`config.mk`:
```
export PLATFORM = sky130hd
export DESIGN_NAME = ram_sdp_param
export DESIGN_NICKNAME = d
export VERILOG_FILES = /design/src/rtl/ram_sdp_param.sv
export SDC_FILE = /design/constraint.sdc
export NUM_CORES = 1
export LEC_CHECK = 0
export CAP_MARGIN = 20
export CELL_PAD_IN_SITES_DETAIL_PLACEMENT = 0
export CELL_PAD_IN_SITES_GLOBAL_PLACEMENT = 2
export CORE_MARGIN = 10
export CORE_UTILIZATION = 45
export DETAILED_ROUTE_END_ITERATION = 8
export DONT_BUFFER_PORTS = 1
export PLACE_DENSITY = 0.8
export SKIP_CTS_REPAIR_TIMING = 1
export SLEW_MARGIN = 25
export SYNTH_ARGS = -nofsm -noshare
export SYNTH_HDL_FRONTEND = slang
export SYNTH_SLANG_ARGS = --single-unit
```
`constraint.sdc`:
```
create_clock -name clk -period 2.45 [get_ports clk]
set_input_delay 0.49 -clock clk [delete_from_list [all_inputs] [get_ports clk]]
set_output_delay 0.49 -clock clk [all_outputs]
set_load 0.02 [all_outputs]
```
`src/rtl/ram_sdp_param.sv`:
```
// ram_sdp_param -- parametrised single-clock simple-dual-port RAM model.
//
// One write port with per-lane enables, one read port with an optional
// read-address register and an optional read-data register. Each register
// has an enable and an active-low synchronous load of a replicated bit. When
// a read and an accepted write hit the same word, the read returns either
// the pre-write contents or the merged new contents. A registered flag
// reports that such a collision happened on the previous edge.
//
// The storage is split into NLANES lane slices (ram_sdp_lane). Each slice
// holds LANE_W bits of every word and carries its own write enable and its
// own collision forwarding.
//
// Ports (ram_sdp_param):
//   clk          single clock, rising edge
//   rst_n        async active-low reset. It clears the pipeline registers and
//                the collision flag. It never clears the array.
//   r_addr       read address
//   r_addr_en    read-address register enable
//   r_addr_sl_n  read-address sync load (active low), loads {AW{r_addr_sd}}
//   r_addr_sd    read-address sync-load bit
//   blk_en       read-port block enable; 0 forces the array read value to 0
//   r_data       read data
//   r_data_en    read-data register enable
//   r_data_sl_n  read-data sync load (active low), loads {WIDTH{r_data_sd}}
//   r_data_sd    read-data sync-load bit
//   w_addr       write address; writes at or above DEPTH are dropped
//   w_data       write data
//   w_en         write request
//   w_be         per-lane write enable
//   busy_fb      write throttle; high blocks the write on this edge
//   access_busy  registered collision flag

// One LANE_W-bit slice of every word, plus its read mux.
module ram_sdp_lane #(
  parameter int              LANE_W = 12,
  parameter int              DEPTH  = 64,
  parameter int              AW     = 6,
  parameter logic [LANE_W-1:0] INIT = '0,
  parameter bit              FWD    = 1'b0   // 1 = write-through on collision
) (
  input  logic              clk,
  input  logic              we,       // accepted write AND this lane's enable
  input  logic [AW-1:0]     w_addr,
  input  logic [LANE_W-1:0] w_data,
  input  logic              rd_ok,    // block enabled and address in range
  input  logic [AW-1:0]     ra,
  input  logic              coll,     // accepted write to the word being read
  output logic [LANE_W-1:0] rv
);
  // The contents hold INIT from time zero. Reset never touches them.
  logic [LANE_W-1:0] mem [DEPTH] = '{default: INIT};

  always_ff @(posedge clk)
    if (we) mem[w_addr] <= w_data;

  // The array read is asynchronous, so it shows the pre-write contents until
  // the edge. Write-through only swaps in this lane's data when this lane is
  // actually being written.
  always_comb begin
    rv = '0;
    if (rd_ok) rv = (FWD && coll && we) ? w_data : mem[ra];
  end
endmodule

module ram_sdp_param #(
  parameter int               WIDTH          = 12,
  parameter int               DEPTH          = 64,
  parameter int               LANE_W         = 12,
  parameter int               RD_ADDR_REG    = 1,
  parameter int               RD_DATA_REG    = 1,
  parameter int               COLLISION_MODE = 0,
  parameter logic [WIDTH-1:0] INIT_VAL       = '0
) (
  input  logic                       clk,
  input  logic                       rst_n,
  input  logic [$clog2(DEPTH)-1:0]   r_addr,
  input  logic                       r_addr_en,
  input  logic                       r_addr_sl_n,
  input  logic                       r_addr_sd,
  input  logic                       blk_en,
  output logic [WIDTH-1:0]           r_data,
  input  logic                       r_data_en,
  input  logic                       r_data_sl_n,
  input  logic                       r_data_sd,
  input  logic [$clog2(DEPTH)-1:0]   w_addr,
  input  logic [WIDTH-1:0]           w_data,
  input  logic                       w_en,
  input  logic [WIDTH/LANE_W-1:0]    w_be,
  input  logic                       busy_fb,
  output logic                       access_busy
);
  localparam int             AW      = $clog2(DEPTH);
  localparam int             NLANES  = WIDTH / LANE_W;
  // One bit wider than an address, so a non-power-of-two DEPTH compares cleanly.
  localparam logic [AW:0]    DEPTH_C = (AW+1)'(DEPTH);

  typedef struct packed {
    logic                          vld;
    logic [AW-1:0]                 addr;
    logic [NLANES-1:0][LANE_W-1:0] data;
    logic [NLANES-1:0]             be;
  } wr_req_t;

  wr_req_t                       wr;
  logic [AW-1:0]                 ra;
  logic                          rd_ok;
  logic                          coll;
  logic [NLANES-1:0][LANE_W-1:0] rv;

  // The write is accepted whether or not reset is asserted.
  assign wr.vld  = w_en & ~busy_fb & ({1'b0, w_addr} < DEPTH_C);
  assign wr.addr = w_addr;
  assign wr.data = w_data;
  assign wr.be   = w_be;

  // Read-address stage.
  if (RD_ADDR_REG != 0) begin : g_areg
    logic [AW-1:0] areg;
    always_ff @(posedge clk or negedge rst_n)
      if (!rst_n)            areg <= '0;
      else if (!r_addr_sl_n) areg <= {AW{r_addr_sd}};
      else if (r_addr_en)    areg <= r_addr;
    assign ra = areg;
  end else begin : g_abyp
    logic unused_areg;
    assign unused_areg = ^{r_addr_en, r_addr_sl_n, r_addr_sd};
    assign ra = r_addr;
  end

  assign rd_ok = blk_en & ({1'b0, ra} < DEPTH_C);
  // wr.vld already implies an in-range address, so ra matching it is in range too.
  assign coll  = wr.vld & blk_en & (ra == wr.addr);

  for (genvar l = 0; l < NLANES; l++) begin : g_lane
    ram_sdp_lane #(
      .LANE_W (LANE_W),
      .DEPTH  (DEPTH),
      .AW     (AW),
      .INIT   (INIT_VAL[l*LANE_W +: LANE_W]),
      .FWD    (COLLISION_MODE == 1)
    ) u_lane (
      .clk    (clk),
      .we     (wr.vld & wr.be[l]),
      .w_addr (wr.addr),
      .w_data (wr.data[l]),
      .rd_ok  (rd_ok),
      .ra     (ra),
      .coll   (coll),
      .rv     (rv[l])
    );
  end

  // Read-data stage. Collision semantics only matter here, where rv is
  // captured on the same edge as the write.
  if (RD_DATA_REG != 0) begin : g_dreg
    logic [WIDTH-1:0] dreg;
    always_ff @(posedge clk or negedge rst_n)
      if (!rst_n)            dreg <= '0;
      else if (!r_data_sl_n) dreg <= {WIDTH{r_data_sd}};
      else if (r_data_en)    dreg <= rv;
    assign r_data = dreg;
  end else begin : g_dbyp
    logic unused_dreg;
    assign unused_dreg = ^{r_data_en, r_data_sl_n, r_data_sd};
    assign r_data = rv;
  end

  // The flag is evaluated in both modes. It is high for exactly the cycle
  // after each collision edge.
  always_ff @(posedge clk or negedge rst_n)
    if (!rst_n) access_busy <= 1'b0;
    else        access_busy <= coll;
endmodule

```
# --- Word-level counts from Yosys, hierarchy flattened ---
# Memory sizes are Yosys's and may differ from the RTL's.
# Cells that the tools add are included.
# W data, S select, Z words.
totals:
  regBits: 19
  ramBits: 768
  elab_cells: 19
  n_memories: 1
classes:
  eq_ne: 3
  mux: 7
  bitwise_logic: 5
memory_table:
  columns: ["memory", "depth", "word_bits", "read_ports", "rd_clocked_by_memory_dff", "write_ports", "line_no", "rtl"]
  rows:
  - ["g_lane[0].u_lane.mem", 64, 12, 1, 0, 1, "52", "logic [LANE_W-1:0] mem [DEPTH] = '{default: INIT};"]
ops:
  columns: ["operator", "n"]
  rows:
  - ["$mux W12", 3]
  - ["$mux W6", 2]
  - ["$eq A6 B6 Y1", 1]
  - ["$and A1 B1 Y1", 4]
  - ["$ne A2 B2 Y1 const B", 2]
  - ["$mux W1", 2]
  - ["$not A1 Y1", 1]

# --- Logic depth before layout (Yosys ltp) ---
depth:
  depth_word: 5
  mapped_depth: 9
  depth_no_buf: 5

# --- Hierarchy ---
# From an unflattened synthesis, not the netlist that was laid out.
unflattened:
  hier_cells: 1395
  area_unflattened_um2: 30564.3
by_module_without_submodules:
  columns: ["module", "instances", "cells_per_inst", "area_each_um2", "seq_area_each_um2"]
  rows:
  - ["ram_sdp_lane", 1, 1324, 29704.7, 23062.1]
  - ["ram_sdp_param", 1, 71, 859.6, 475.5]

# --- Worst setup path after synthesis ---
# OpenSTA, ideal clock, no wires.
synth_path:
  kind: "input-to-reg"
  start: "input port w_addr[5]"
  end: "memory g_lane[0].u_lane.mem[37][0], enable pin"
  setup_ns: 0.380
  t_arrival_ns: 1.905
  required_time_ns: 2.070
  slack_ns: 0.165
  path_stages: 4
  path_cell_list: "clkbuf_1 -> or3b_2 -> clkbuf_1 -> nor2_1"
synth_rtl:
  columns: ["element", "line_no", "rtl"]
  rows:
  - ["start, declared", "86", "input logic [$clog2(DEPTH)-1:0] w_addr,"]
  - ["end, declared", "52", null]
# Straight into the memory's write port.

# --- Worst setup path in the final report ---
layout_path:
  start: "register g_areg.areg[0]"
  end: "register g_dreg.dreg[3] (netlist: r_data[3])"
layout_via:
  elab_chain_cells: 4
layout_rtl:
  columns: ["element", "line_no", "rtl"]
  rows:
  - ["start, declared", "119", "logic [AW-1:0] areg;"]
  - ["start signal, assigned", "122", "else if (!r_addr_sl_n) areg <= {AW{r_addr_sd}};"]
  - ["start signal, assigned", "123", "else if (r_addr_en) areg <= r_addr;"]
  - ["$mem_v2 Z64 W12", null, null]
  - ["$mux W12", "62", "if (rd_ok) rv = (FWD && coll && we) ? w_data : mem[ra];"]
  - ["$mux W12", "161", "else if (r_data_en) dreg <= rv;"]
  - ["$mux W12", "160", "else if (!r_data_sl_n) dreg <= {WIDTH{r_data_sd}};"]
  - ["end signal, assigned", "160", null]
  - ["end signal, assigned", "161", null]
  - ["end, declared", "157", "logic [WIDTH-1:0] dreg;"]
# No other way between the ends. The select of a mux whose other input is x is not followed.
# A chain may end at the register's enable or synchronous reset.

==> impl_results.html <==
<table>
<tr><th>Metric</th><th>Value</th></tr>
<tr><th colspan="2">Critical path</th></tr>
<tr><td>Setup Crit Path Kind</td><td>flip-flop to flip-flop</td></tr>
<tr><td>Reg2Reg Depth</td><td>7</td></tr>
<tr><td>Critical path launch point type</td><td>flip-flop</td></tr>
<tr><td>Critical path capture point type</td><td>flip-flop</td></tr>
<tr><td>Worst path required time</td><td>slightly below 3000 ps</td></tr>
<tr><td>Maximum fanout along the worst path</td><td>13</td></tr>
<tr><td>Data arrival time of the critical path</td><td>about 2900 ps</td></tr>
<tr><th colspan="2">Finish</th></tr>
<tr><td>Proportion of layout cells with a drive suffix above 1</td><td>0.3291</td></tr>
<tr><td>Area occupied by multi-input gates</td><td>0.006793 sq mm</td></tr>
<tr><td>Net count of the finished layout</td><td>between 1500 and 2000</td></tr>
<tr><td>Fin area</td><td>around 0.036 sq mm</td></tr>
<tr><td>Sequential cell area</td><td>about 0.024 sq mm</td></tr>
<tr><td>Layout-stage area growth over the synthesis result</td><td>18.91%</td></tr>
<tr><td>Fillers</td><td>about 5000</td></tr>
<tr><th colspan="2">GRT</th></tr>
<tr><td>Initial antenna violation count</td><td>3</td></tr>
<tr><td>Overall global routing resource usage</td><td>0.1986</td></tr>
<tr><td>Via count of the first global-routing pass</td><td>between 15000 and 20000</td></tr>
<tr><td>GR Overflow Total</td><td>0</td></tr>
<tr><td>First-pass GRT wire length</td><td>between 100 and 150 mm</td></tr>
<tr><td>Largest net degree at the start of global routing</td><td>65</td></tr>
<tr><th colspan="2">Routing</th></tr>
<tr><td>Number of antenna-violating nets in the routed design</td><td>0</td></tr>
<tr><td>Via count</td><td>~16000</td></tr>
<tr><td>Average vias per placed instance</td><td>6.101</td></tr>
<tr><td>Starting DRC count in detailed routing</td><td>between 2000 and 2500</td></tr>
<tr><td>Post-route DRC</td><td>0</td></tr>
<tr><td>Average wire per cell in the routed design</td><td>31.43 microns</td></tr>
<tr><td>First-pass detailed-route iteration total</td><td>5</td></tr>
<tr><td>Total wire length</td><td>81.47 mm</td></tr>
<tr><th colspan="2">Power and ir drop</th></tr>
<tr><td>Flop pwr share</td><td>0.513</td></tr>
<tr><td>Portion of total power attributed to the clock network</td><td>0.399</td></tr>
<tr><td>Switching power share of the total</td><td>0.2215</td></tr>
<tr><td>Worst supply voltage drop on vdd</td><td>approximately 0.75 mV</td></tr>
<tr><td>Logic pwr share</td><td>0.088</td></tr>
<tr><td>Leakage power figure</td><td>approximately 0.012 uW</td></tr>
<tr><td>Design internal power</td><td>22690 uW</td></tr>
<tr><td>Post-route total power</td><td>approximately 29000 uW</td></tr>
<tr><td>Power Density</td><td>approximately 800 mW/mm^2</td></tr>
<tr><td>Sw Pwr</td><td>about 6500 uW</td></tr>
<tr><th colspan="2">Clock network</th></tr>
<tr><td>Level count of the clock H-tree</td><td>3</td></tr>
<tr><td>Clk Latency, worst-skew pair</td><td>~640 ps</td></tr>
<tr><td>Clock tree buffer depth</td><td>3</td></tr>
<tr><td>Clock Pin Slew Worst Setup and Hold Paths</td><td>approximately 60 ps</td></tr>
<tr><td>TritonCTS sink count</td><td>around 790</td></tr>
<tr><td>Num CTS Buffers</td><td>a little under 80</td></tr>
<tr><td>Clock tree from TritonCTS</td><td>yes</td></tr>
<tr><td>Clock root buffer</td><td>sky130_fd_sc_hd__clkbuf_16</td></tr>
<tr><th colspan="2">Flow run</th></tr>
<tr><td>Max capacitance violation total</td><td>0</td></tr>
<tr><th colspan="2">STA</th></tr>
<tr><td>Final critical path time including I/O delays and setup</td><td>~2400 ps</td></tr>
<tr><td>Number of hold violations in the final report</td><td>0</td></tr>
<tr><td>Worst path setup slack after routing</td><td>18.55 ps</td></tr>
<tr><td>Setup repair after global routing missed its margin</td><td>yes</td></tr>
<tr><td>Fmax achieved</td><td>approximately 400 MHz</td></tr>
<tr><td>Max-slew violation count</td><td>0</td></tr>
<tr><td>Slew at the pin closest to its max-slew limit</td><td>around 1000 ps</td></tr>
<tr><td>Final cycle utilization of the critical path</td><td>0.9924</td></tr>
<tr><td>Worst slew margin</td><td>0.3115</td></tr>
<tr><td>Count of endpoints failing setup in the final report</td><td>0</td></tr>
<tr><td>Final worst clock skew</td><td>about 27 ps</td></tr>
<tr><th colspan="2">Synth</th></tr>
<tr><td>Cell taking the most area after synthesis</td><td>sky130_fd_sc_hd__edfxtp_1</td></tr>
<tr><td>Synthesized flop and latch total</td><td>between 700 and 800</td></tr>
<tr><td>Top-area cell type share of the netlist area</td><td>0.7556</td></tr>
<tr><td>Nets in the synthesized netlist</td><td>roughly 1500</td></tr>
<tr><td>Sequential-to-total area share from yosys stat</td><td>0.7711</td></tr>
<tr><td>Async SR Flop Fraction</td><td>0.02414</td></tr>
<tr><td>Yosys warning count</td><td>0</td></tr>
<tr><td>Avg Synthesized Cell Area</td><td>~21 sq um</td></tr>
<tr><td>Post-synth top flop</td><td>sky130_fd_sc_hd__edfxtp_1</td></tr>
<tr><td>Cell area after technology mapping</td><td>slightly above 0.03 sq mm</td></tr>
<tr><td>Number of unique standard cell types used by synthesis</td><td>48</td></tr>
<tr><td>Cell types occupying the most area after synthesis</td><td>sky130_fd_sc_hd__edfxtp_1 76%, sky130_fd_sc_hd__mux4_2 14%, sky130_fd_sc_hd__mux2i_1 1.6%</td></tr>
<tr><td>Post-Synthesis Cells</td><td>around 1400</td></tr>
<tr><td>EDFF count, synth</td><td>768</td></tr>
<tr><th colspan="2">Outcome</th></tr>
<tr><td>Result of the run</td><td>complete, no violations</td></tr>
<tr><th colspan="2">Floorplanning</th></tr>
<tr><td>Floorplan Core Area</td><td>~0.067 sq mm</td></tr>
<tr><td>Die area</td><td>approximately 0.079 sq mm</td></tr>
<tr><td>X dimension of the die</td><td>280.4 microns</td></tr>
<tr><td>I/O pin count</td><td>49</td></tr>
<tr><td>Number of core rows</td><td>95</td></tr>
<tr><td>Y dimension of the die</td><td>roughly 280 microns</td></tr>
<tr><td>Initial cell density of the core</td><td>0.4545</td></tr>
<tr><th colspan="2">Placed design</th></tr>
<tr><td>IO Port Bufs</td><td>0</td></tr>
<tr><td>Minimum setup slack after placement</td><td>-567.3 ps</td></tr>
<tr><td>Routability congestion estimate from global placement</td><td>between 0.8 and 0.9</td></tr>
<tr><td>HPWL reported at the end of detailed placement</td><td>around 48 mm</td></tr>
<tr><td>Total placed instance area</td><td>0.03253 sq mm</td></tr>
<tr><th colspan="2">Worst hold path</th></tr>
<tr><td>Worst min path class</td><td>input port to flip-flop</td></tr>
<tr><td>Cells on Worst Hold Path</td><td>1</td></tr>
</table>
==> final cells by class <==
type | count | share of cell area
antenna | 2 | 0.0001379
clock buffer | 116 | 0.06116
clock inverter | 28 | 0.007067
inverter | 2 | 0.0002068
multi-input combinational | 562 | 0.1872
sequential | 787 | 0.6489
tap | 873 | 0.03010
timing repair buffer | 222 | 0.06526
==> synth_stat cells (12+ instances only) <==
master                     number
sky130_fd_sc_hd__dfrtp_1       19
sky130_fd_sc_hd__clkbuf_1      29
sky130_fd_sc_hd__nand3_1       26
sky130_fd_sc_hd__a21oi_1       12
sky130_fd_sc_hd__a221oi_1      16
sky130_fd_sc_hd__edfxtp_1     768
sky130_fd_sc_hd__nand2_1       43
sky130_fd_sc_hd__buf_6         12
sky130_fd_sc_hd__mux4_2       187
sky130_fd_sc_hd__o21ai_0       21
sky130_fd_sc_hd__nor2_1        87
sky130_fd_sc_hd__mux2i_1       48
sky130_fd_sc_hd__buf_4         13
sky130_fd_sc_hd__buf_2         18
sky130_fd_sc_hd__nor2b_1       12
==> kinds of logic after synthesis <==
family	Yosys count	share of synthesized area
AO/OA/AOI/OAI	111	0.02517
XOR/XNOR	6	0.001722
buffers and inverters	80	0.01513
flip-flops	787	0.7711
multiplexers	242	0.1563
AND/OR/NAND/NOR	203	0.03054
==> power by group through the flow <==
stage	registers (uW)	logic, uW	clock network [uW]
floorplan	15200	1270	0
global placement	15200	1910	0
detailed placement	15200	1920	0
CTS	14900	1930	11800
global route	14900	2670	12300
finish	15000	2550	11600
==> registers in the layout, indices dropped and copies added (netlist names) <==
signal             cells
g_lane.u_lane.mem    768
access_busy            1
g_areg.areg            6
r_data                12
==> final timing paths <==
kind | startpoint | end | slack [ps]
min in group asynchronous | rst_n | r_data[4] | 310
worst min register to register | r_data[8] | r_data[8] | 760
worst max-delay path | g_areg.areg[0] | r_data[3] | 20
max in group asynchronous | rst_n | g_areg.areg[1] | 1940
worst max register to register | g_areg.areg[0] | r_data[3] | 20
worst min-delay path | r_addr_sl_n | g_areg.areg[0] | 30
==> metrics by stage <==
| stage | setup TNS [ps] | instances | util | hold slack (ps) |
|---|---|---|---|---|
| 2_1_floorplan | 0 | 1429 | - | 194.4 |
| 3_3_place_gp | -1928 | 2380 | 0.4844 | 195.5 |
| 3_5_place_dp | -1593 | 2380 | 0.4844 | 195.5 |
| 4_1_cts | -1647 | 2524 | 0.5213 | -477.9 |
| 5_1_grt | -75.34 | 2591 | 0.5404 | -1.571 |
| 6_report | 0 | 2592 | 0.5404 | 33.45 |
==> layout by cell type (no fill, tap or decap), types with 5 or more instances in the layout <==
cell type and n:
sky130_fd_sc_hd__buf_12 19, sky130_fd_sc_hd__o21ai_0 9, sky130_fd_sc_hd__nor2_1 87, sky130_fd_sc_hd__buf_4 163, sky130_fd_sc_hd__o22a_1 5, sky130_fd_sc_hd__a21oi_1 12, sky130_fd_sc_hd__o21ai_1 16, sky130_fd_sc_hd__nor2b_1 12
sky130_fd_sc_hd__clkbuf_16 88, sky130_fd_sc_hd__buf_16 14, sky130_fd_sc_hd__clkinv_2 7, sky130_fd_sc_hd__mux2_2 6, sky130_fd_sc_hd__nand3_1 23, sky130_fd_sc_hd__nand2_1 43, sky130_fd_sc_hd__nand2b_1 7, sky130_fd_sc_hd__o2111ai_1 5
sky130_fd_sc_hd__a221oi_2 9, sky130_fd_sc_hd__mux4_2 187, sky130_fd_sc_hd__dfrtp_1 14, sky130_fd_sc_hd__buf_6 11, sky130_fd_sc_hd__edfxtp_1 768, sky130_fd_sc_hd__dlygate4sd3_1 6, sky130_fd_sc_hd__clkbuf_1 30, sky130_fd_sc_hd__o22ai_1 6
sky130_fd_sc_hd__mux2i_1 43, sky130_fd_sc_hd__a221oi_1 6, sky130_fd_sc_hd__clkinv_1 11
==> critical path, stage by stage (launching register included) <==
cell and delay [ps]:
sky130_fd_sc_hd__dfrtp_4 580, sky130_fd_sc_hd__buf_4 200, sky130_fd_sc_hd__clkbuf_16 180, sky130_fd_sc_hd__mux4_2 520, sky130_fd_sc_hd__nand2_1 80, sky130_fd_sc_hd__nand2_1 50
sky130_fd_sc_hd__o211ai_1 510, sky130_fd_sc_hd__o211ai_1 150
==> layer usage <==
metal  track usage  vias to the layer above  routed length [microns]
met5             0                        -                       30
met4       0.05955                        4                     2032
met3       0.05928                      126                     8811
met2        0.3094                      772                    38790
met1        0.2673                     8476                    31810
li1              -                     6436                        -
Power figures use the tool's default switching activity.
==> edit 1, RTL diff (config.mk and constraints unchanged) <==
Add an input register stage for `w_data`, without a reset; this delays it by one clock. The other inputs are not delayed to match.
--- a/src/rtl/ram_sdp_param.sv
+++ b/src/rtl/ram_sdp_param.sv
@@ -102,6 +102,12 @@
     logic [NLANES-1:0]             be;
   } wr_req_t;
 
+  logic [WIDTH-1:0] w_data_q;
+
+  always_ff @(posedge clk) begin
+      w_data_q <= w_data;
+  end
+
   wr_req_t                       wr;
   logic [AW-1:0]                 ra;
   logic                          rd_ok;
@@ -111,7 +117,7 @@
   // The write is accepted whether or not reset is asserted.
   assign wr.vld  = w_en & ~busy_fb & ({1'b0, w_addr} < DEPTH_C);
   assign wr.addr = w_addr;
-  assign wr.data = w_data;
+  assign wr.data = w_data_q;
   assign wr.be   = w_be;
 
   // Read-address stage.
Function: changed (a bounded check fails within 4 cycles, from zero or initial values and one cycle with rst_n low).
==> edit 1 against the unedited design <==
The run now ends with negative setup slack left; sequential cell count grew 12; combinational power shrank 6%; clock skew grew 0.0032 ns; power grew 1.6%; count of clock-buffer cells in the layout shrank 26; area after synthesis grew 1.0%; routed wire length shrank 7.7%; core utilization grew 0.083 points; cell area grew 0.69%; setup slack lost 0.083 ns; cell count grew 0.66%; fmax shrank 3.3%.
==> edit 1: results (changes against the unedited design) <==
{| class="wikitable"
! Metric !! Value
|-
| Outcome || finished with violations
|-
| Post-synth ARST share || 0.0238 (-0.000363)
|-
| Global-route usage over all layers || 0.190 (-0.00842)
|-
| Max_slew headroom || 0.330 (+0.0187)
|-
| Number of buffers added by the clock tree synthesis step || 82 (+5.1%)
|-
| Compound-Gate Fraction of Synth Area || 0.0227 (-0.00248)
|-
| Commonest cells post-synth || sky130_fd_sc_hd__edfxtp_1, sky130_fd_sc_hd__mux4_2, sky130_fd_sc_hd__nor2_1, sky130_fd_sc_hd__mux2i_1, sky130_fd_sc_hd__clkbuf_1
|-
| HP Class || input pin to flop
|-
| Sum Neg Setup Slack || -0.116 ns (-0.116 ns)
|-
| Ranking of synthesized cells by area || sky130_fd_sc_hd__edfxtp_1, sky130_fd_sc_hd__mux4_2, sky130_fd_sc_hd__dfrtp_1
|-
| Adder-Cell Fraction of Synth Area || 0 (unchanged)
|-
| Share of cells above drive strength 1 || 0.351 (+0.0217)
|-
| Antenna diode instance count || 0 (-2)
|-
| Length of the first detailed-routing pass in iterations || 5 (unchanged)
|-
| Max reg flops || 768 (unchanged)
|-
| Share of synthesized area spent on multiplexers || 0.160 (+0.00347)
|-
| Least setup slack across all paths after layout || -0.0649 ns (-0.0834 ns)
|-
| Port-buffer cells || 0 (unchanged)
|-
| Clock tree buffer depth || 3 (unchanged)
|-
| Final-stage net count || 1707 (+1.1%)
|-
| Post-detailed-placement half-perimeter wirelength || 47300 um (-0.95%)
|-
| Synth Flop Type || sky130_fd_sc_hd__edfxtp_1
|-
| Sequential-to-total area share from yosys stat || 0.771 (about the same)
|-
| Leakage power figure || 11.9 nW (+1.0%)
|-
| Violated checks || negative setup slack
|-
| Yosys warns || 0 (unchanged)
|-
| Via Count || 15500 (-2.0%)
|-
| Initial antenna violation count || 2 (-1)
|-
| Maximum fanout encountered on the critical timing path || 8 (-5)
|-
| Largest reg by FF count || g_lane.u_lane.mem
|-
| Insertion delay to the later sink of the worst-skew pair || ~0.63 ns
|-
| Syn nets || 1454 (-0.75%)
|-
| Iteration-0 DRC count of the detailed router || 1982 (-4.0%)
|-
| Worst-path clk slew || 0.06 ns (about the same)
|-
| Worst VDD drop || 0.000579 V (-22%)
|-
| Post-Synth XOR/XNOR Area || 0.00170 (-0.0000173)
|-
| Distinct cell type count after synthesis || 55 (+15%)
|-
| Area of placed instances || 0.0334 mm2 (+2.5%)
|-
| Wire length per cell || 28.8 um (-8.3%)
|-
| # setup viols final || 3 (+3)
|-
| EDFF count, synth || 768 (unchanged)
|-
| Routability Congestion || 0.848 (about the same)
|-
| Layout Skew || 0.0303 ns (+0.00321 ns)
|-
| Global-route wire length before repair || 109000 um (-2.9%)
|-
| Worst EP arrival || 2.98 ns (+0.08 ns)
|}
-- edit 1: cells by family (layout without fill, tap and decap cells) --
| group | Yosys count | in the layout |
|---|---|---|
| flops | 799 | 799 |
| mux | 244 | 244 |
| simple gates | 184 | 184 |
| compound gates | 100 | 100 |
| buf+inv | 85 | 403 |
| xor+xnor | 6 | 6 |
-- edit 1: path summary, 6_finish.rpt --
check / slack [ns] / cells after the start / endpoint / from
worst max register to register: -0.06 / 7 / r_data[10] / g_areg.areg[0]
max in group asynchronous: 1.28 / 1 / g_areg.areg[0] / rst_n
min in group asynchronous: 0.46 / 1 / g_areg.areg[1] / rst_n
worst min register to register: 0.68 / 2 / r_data[10] / r_data[10]
worst min-delay path: 0.03 / 1 / g_areg.areg[0] / r_addr_sl_n
worst max-delay path: -0.06 / 7 / r_data[10] / g_areg.areg[0]
-- edit 1: routing by layer --
| layer | GRT usage | wire length (um) | vias to the layer above | part of all wire |
|---|---|---|---|---|
| met1 | 0.260 | 30100 | 8162 | 0.40 |
| met4 | 0.0550 | 1880 | 2 | 0.025 |
| met5 | 0 | 11 | - | 0.00015 |
| li1 | - | - | 6479 | - |
| met3 | 0.0539 | 7510 | 116 | 0.10 |
| met2 | 0.295 | 35700 | 744 | 0.48 |
-- edit 1: metrics by stage --
| stage | util | power [mW] | std cells | setup slack, ns | hold WS (ns) |
|---|---|---|---|---|---|
| 3_5_place_dp | 0.494 | 17.7 | 2429 | -0.404 | 0.195 |
| 5_1_grt | 0.541 | 30.5 | 2609 | -0.0974 | -0.000238 |
| 4_1_cts | 0.533 | 29.7 | 2578 | -0.405 | -0.478 |
| 3_3_place_gp | 0.494 | 17.7 | 2429 | -0.374 | 0.195 |
| 6_report | 0.541 | 29.6 | 2609 | -0.0649 | 0.0284 |
| 2_1_floorplan | - | 16.7 | 1418 | 0.172 | 0.194 |
-- edit 1: layout make-up --
cell class	instances	area [um2]
Fill cell	5127	31000
Sequential cell	799	23800
Multi-Input combinational cell	534	6740
Timing Repair Buffer	249	2280
Clock buffer	90	2100
Tap cell	873	1090
Clock inverter	59	507
Inverter	5	18.8
-- edit 1: power by group --
part / switching, mW / internal [mW]
clock network: 5.17 / 6.87
registers: 0.160 / 15.0
logic: 1.26 / 1.14
-- edit 1: worst max-delay path, cell delays in order (launching register included) --
cell and delay [ns]:
sky130_fd_sc_hd__dfrtp_4 0.52, sky130_fd_sc_hd__buf_12 0.15, sky130_fd_sc_hd__buf_4 0.13, sky130_fd_sc_hd__mux4_2 0.50
sky130_fd_sc_hd__mux2i_1 0.22, sky130_fd_sc_hd__nand2_1 0.14, sky130_fd_sc_hd__o211ai_1 0.53, sky130_fd_sc_hd__nand4_1 0.16
==> edit 2, RTL diff (config.mk and constraints unchanged) <==
Without the edit above. `RD_ADDR_REG`: 1 -> 0.
--- a/src/rtl/ram_sdp_param.sv
+++ b/src/rtl/ram_sdp_param.sv
@@ -67,7 +67,7 @@
   parameter int               WIDTH          = 12,
   parameter int               DEPTH          = 64,
   parameter int               LANE_W         = 12,
-  parameter int               RD_ADDR_REG    = 1,
+  parameter int               RD_ADDR_REG    = 0,
   parameter int               RD_DATA_REG    = 1,
   parameter int               COLLISION_MODE = 0,
   parameter logic [WIDTH-1:0] INIT_VAL       = '0
Check against the original RTL: not equivalent (a bounded check fails within 4 cycles, from zero or initial values and one cycle with rst_n low).
==> edit 2 against the unedited design <==
Global-route usage fell by 1.5 points; setup slack improved by 0.20 ns; sequential cell count fell by 6; first-iteration DRC count fell by 23%; routed wire length fell by 7.7%; clock skew fell by 0.013 ns; cell area fell by 3.9%; area after synthesis fell by 0.62%; non-clock buffer count fell by 72; synthesized cell count fell by 2.8%; critical path type unchanged.
Power is not compared: it rests on default switching activity, and its combinational part moved more than twofold at a synthesized area within 25%.
==> edit 2: results (changes against the unedited design) <==
{| class="wikitable"
! Metric !! Value
|-
| Outcome || finished, final reports clean
|-
| Maximum fanout encountered on the critical timing path || 1 (-12)
|-
| DR vias/cell || 5.93 (-2.8%)
|-
| Crit path from || g_lane[0].u_lane.mem[33][2]
|-
| Met3 Wirelength || 7240 um (-18%)
|-
| Share of cells above drive strength 1 || 0.281 (-0.0483)
|-
| Layout fillers || 5216 (+4.5%)
|-
| Worst EP arrival || 2.70 ns (-0.20 ns)
|-
| Global-route usage over all layers || 0.184 (-0.0146)
|-
| Highest metal layer with signal wires || met4
|-
| Post-synth ARST share || 0.0166 (-0.00750)
|-
| Worst path slowest cell || sky130_fd_sc_hd__a2111oi_0
|-
| Ranking of synthesized cells by area || sky130_fd_sc_hd__edfxtp_1, sky130_fd_sc_hd__mux4_2, sky130_fd_sc_hd__nor2_1
|-
| Wire length per cell || 30.4 um (-3.3%)
|-
| Insertion delay to the later sink of the worst-skew pair || 0.60 ns (-0.04 ns)
|-
| Final-stage net count || 1581 (-6.4%)
|-
| Global-route wire length before repair || 105000 um (-6.9%)
|-
| R2R depth || 6 (-1)
|-
| HP Class || input pin to flop
|-
| EDFF count, synth || 768 (unchanged)
|-
| Synth Flop Type || sky130_fd_sc_hd__edfxtp_1
|-
| Length of the first detailed-routing pass in iterations || 5 (unchanged)
|-
| Wire length after detailed routing || 75200 um (-7.7%)
|-
| Syn nets || 1425 (-2.7%)
|-
| Post-detailed-placement half-perimeter wirelength || 41500 um (-13%)
|-
| Placed cell count || 2304 (-3.2%)
|-
| Metal1 wirelength || 30400 um (-4.4%)
|-
| Layout Skew || 0.0146 ns (-0.0125 ns)
|-
| Sequential-to-total area share from yosys stat || 0.771 (about the same)
|-
| Max_slew headroom || 0.288 (-0.0237)
|-
| Commonest cells post-synth || sky130_fd_sc_hd__edfxtp_1, sky130_fd_sc_hd__mux4_2, sky130_fd_sc_hd__nor2_1, sky130_fd_sc_hd__clkbuf_1, sky130_fd_sc_hd__mux2i_1
|-
| Iteration-0 DRC count of the detailed router || 1595 (-23%)
|-
| Antenna diode instance count || 0 (-2)
|-
| Endpoint of the worst register-to-register path || r_data[2]
|-
| Distinct cell type count after synthesis || 52 (+8.3%)
|-
| H-tree levels || 3 (unchanged)
|-
| Met2 wirelength from detailed routing || 35800 um (-7.8%)
|-
| Crit path capture type || flop
|-
| Number of buffers added by the clock tree synthesis step || 77 (-1.3%)
|-
| Initial antenna violation count || 4 (+1)
|-
| Clock root buffer || sky130_fd_sc_hd__clkbuf_16
|-
| Average footprint of a synthesized cell || 21.8 um2 (+2.2%)
|-
| Reg2reg setup slack || 0.22 ns (+0.20 ns)
|-
| Routability Congestion || 0.860 (+1.4%)
|-
| Number of pins with negative max-slew slack in the final report || 0 (unchanged)
|-
| Delay of the slowest cell on the worst path || 0.68 ns (+0.10 ns)
|-
| Largest net degree at the start of global routing || 206 (+220%)
|}
## edit 2: cell count changes in the layout (fill, tap and decap cells not counted), sizes merged, moves of 14 or more
cell	unedited run	this run
mux2i	48	29
buf	210	134
clkbuf	122	102
a221oi	16	2
nand2	43	23
o21ai	30	12
## edit 2: logic make-up after synthesis
group / count (synthesis) / synth area share
AOI/OAI and AO/OA: 96 / 0.0223
muxes: 241 / 0.162
xor gates and xnor gates: 6 / 0.00173
DFF: 781 / 0.771
buffers and inverters: 77 / 0.0144
and+or+nand+nor: 188 / 0.0286
## edit 2: worst reg2reg max path: cells and delay by family (launching register included)
kind                   cells  cell delay, ns
buffers and inverters      1            0.23
flip-flops                 1            0.38
multiplexers               1            0.44
AO/OA/AOI/OAI              3            0.91
AND/OR/NAND/NOR            1            0.13
## edit 2: worst min path at each step
stage / slack (ns) / cells after the start / endpoint / startpoint
2_1_floorplan: 0.19 / 0 / access_busy / rst_n
3_3_place_gp: 0.20 / 0 / access_busy / rst_n
3_5_place_dp: 0.20 / 0 / access_busy / rst_n
4_1_cts: -0.45 / 0 / r_data[4] / rst_n
5_1_grt: 0.04 / 2 / access_busy / blk_en
6_report: 0.04 / 2 / access_busy / blk_en
## edit 2: metrics by stage
| step | util | cell area (um2) | setup slack (ns) | hold WS [ns] | total power [mW] |
|---|---|---|---|---|---|
| after global routing | 0.520 | 34900 | 0.153 | 0.0372 | 28.1 |
| after detailed placement | 0.476 | 31900 | -0.218 | 0.195 | 15.8 |
| after floorplan | - | 30300 | 0.146 | 0.194 | 15.8 |
| final | 0.520 | 34900 | 0.218 | 0.0432 | 27.3 |
| after CTS | 0.512 | 34300 | 0.0315 | -0.451 | 27.1 |
| after global placement | 0.476 | 31900 | -0.253 | 0.195 | 15.8 |
## edit 2: final cells by class
class,instances,share of cell area
clock inverter,35,0.00807
sequential,781,0.671
timing repair buffer,150,0.0410
clock buffer,102,0.0615
tap,873,0.0313
multi-input combinational,531,0.187
inverter,4,0.000431
## edit 2: metal layers
metal / vias up / GRT usage
li1: 6155 / -
met3: 97 / 0.0586
met5: - / 0
met2: 625 / 0.290
met4: 0 / 0.0448
met1: 7809 / 0.246
## edit 2: report_power, final
group	switching (mW)	internal (mW)	total, mW
clock	4.74	6.66	11.4
combinational	0.593	0.513	1.11
sequential	0.0754	14.7	14.8
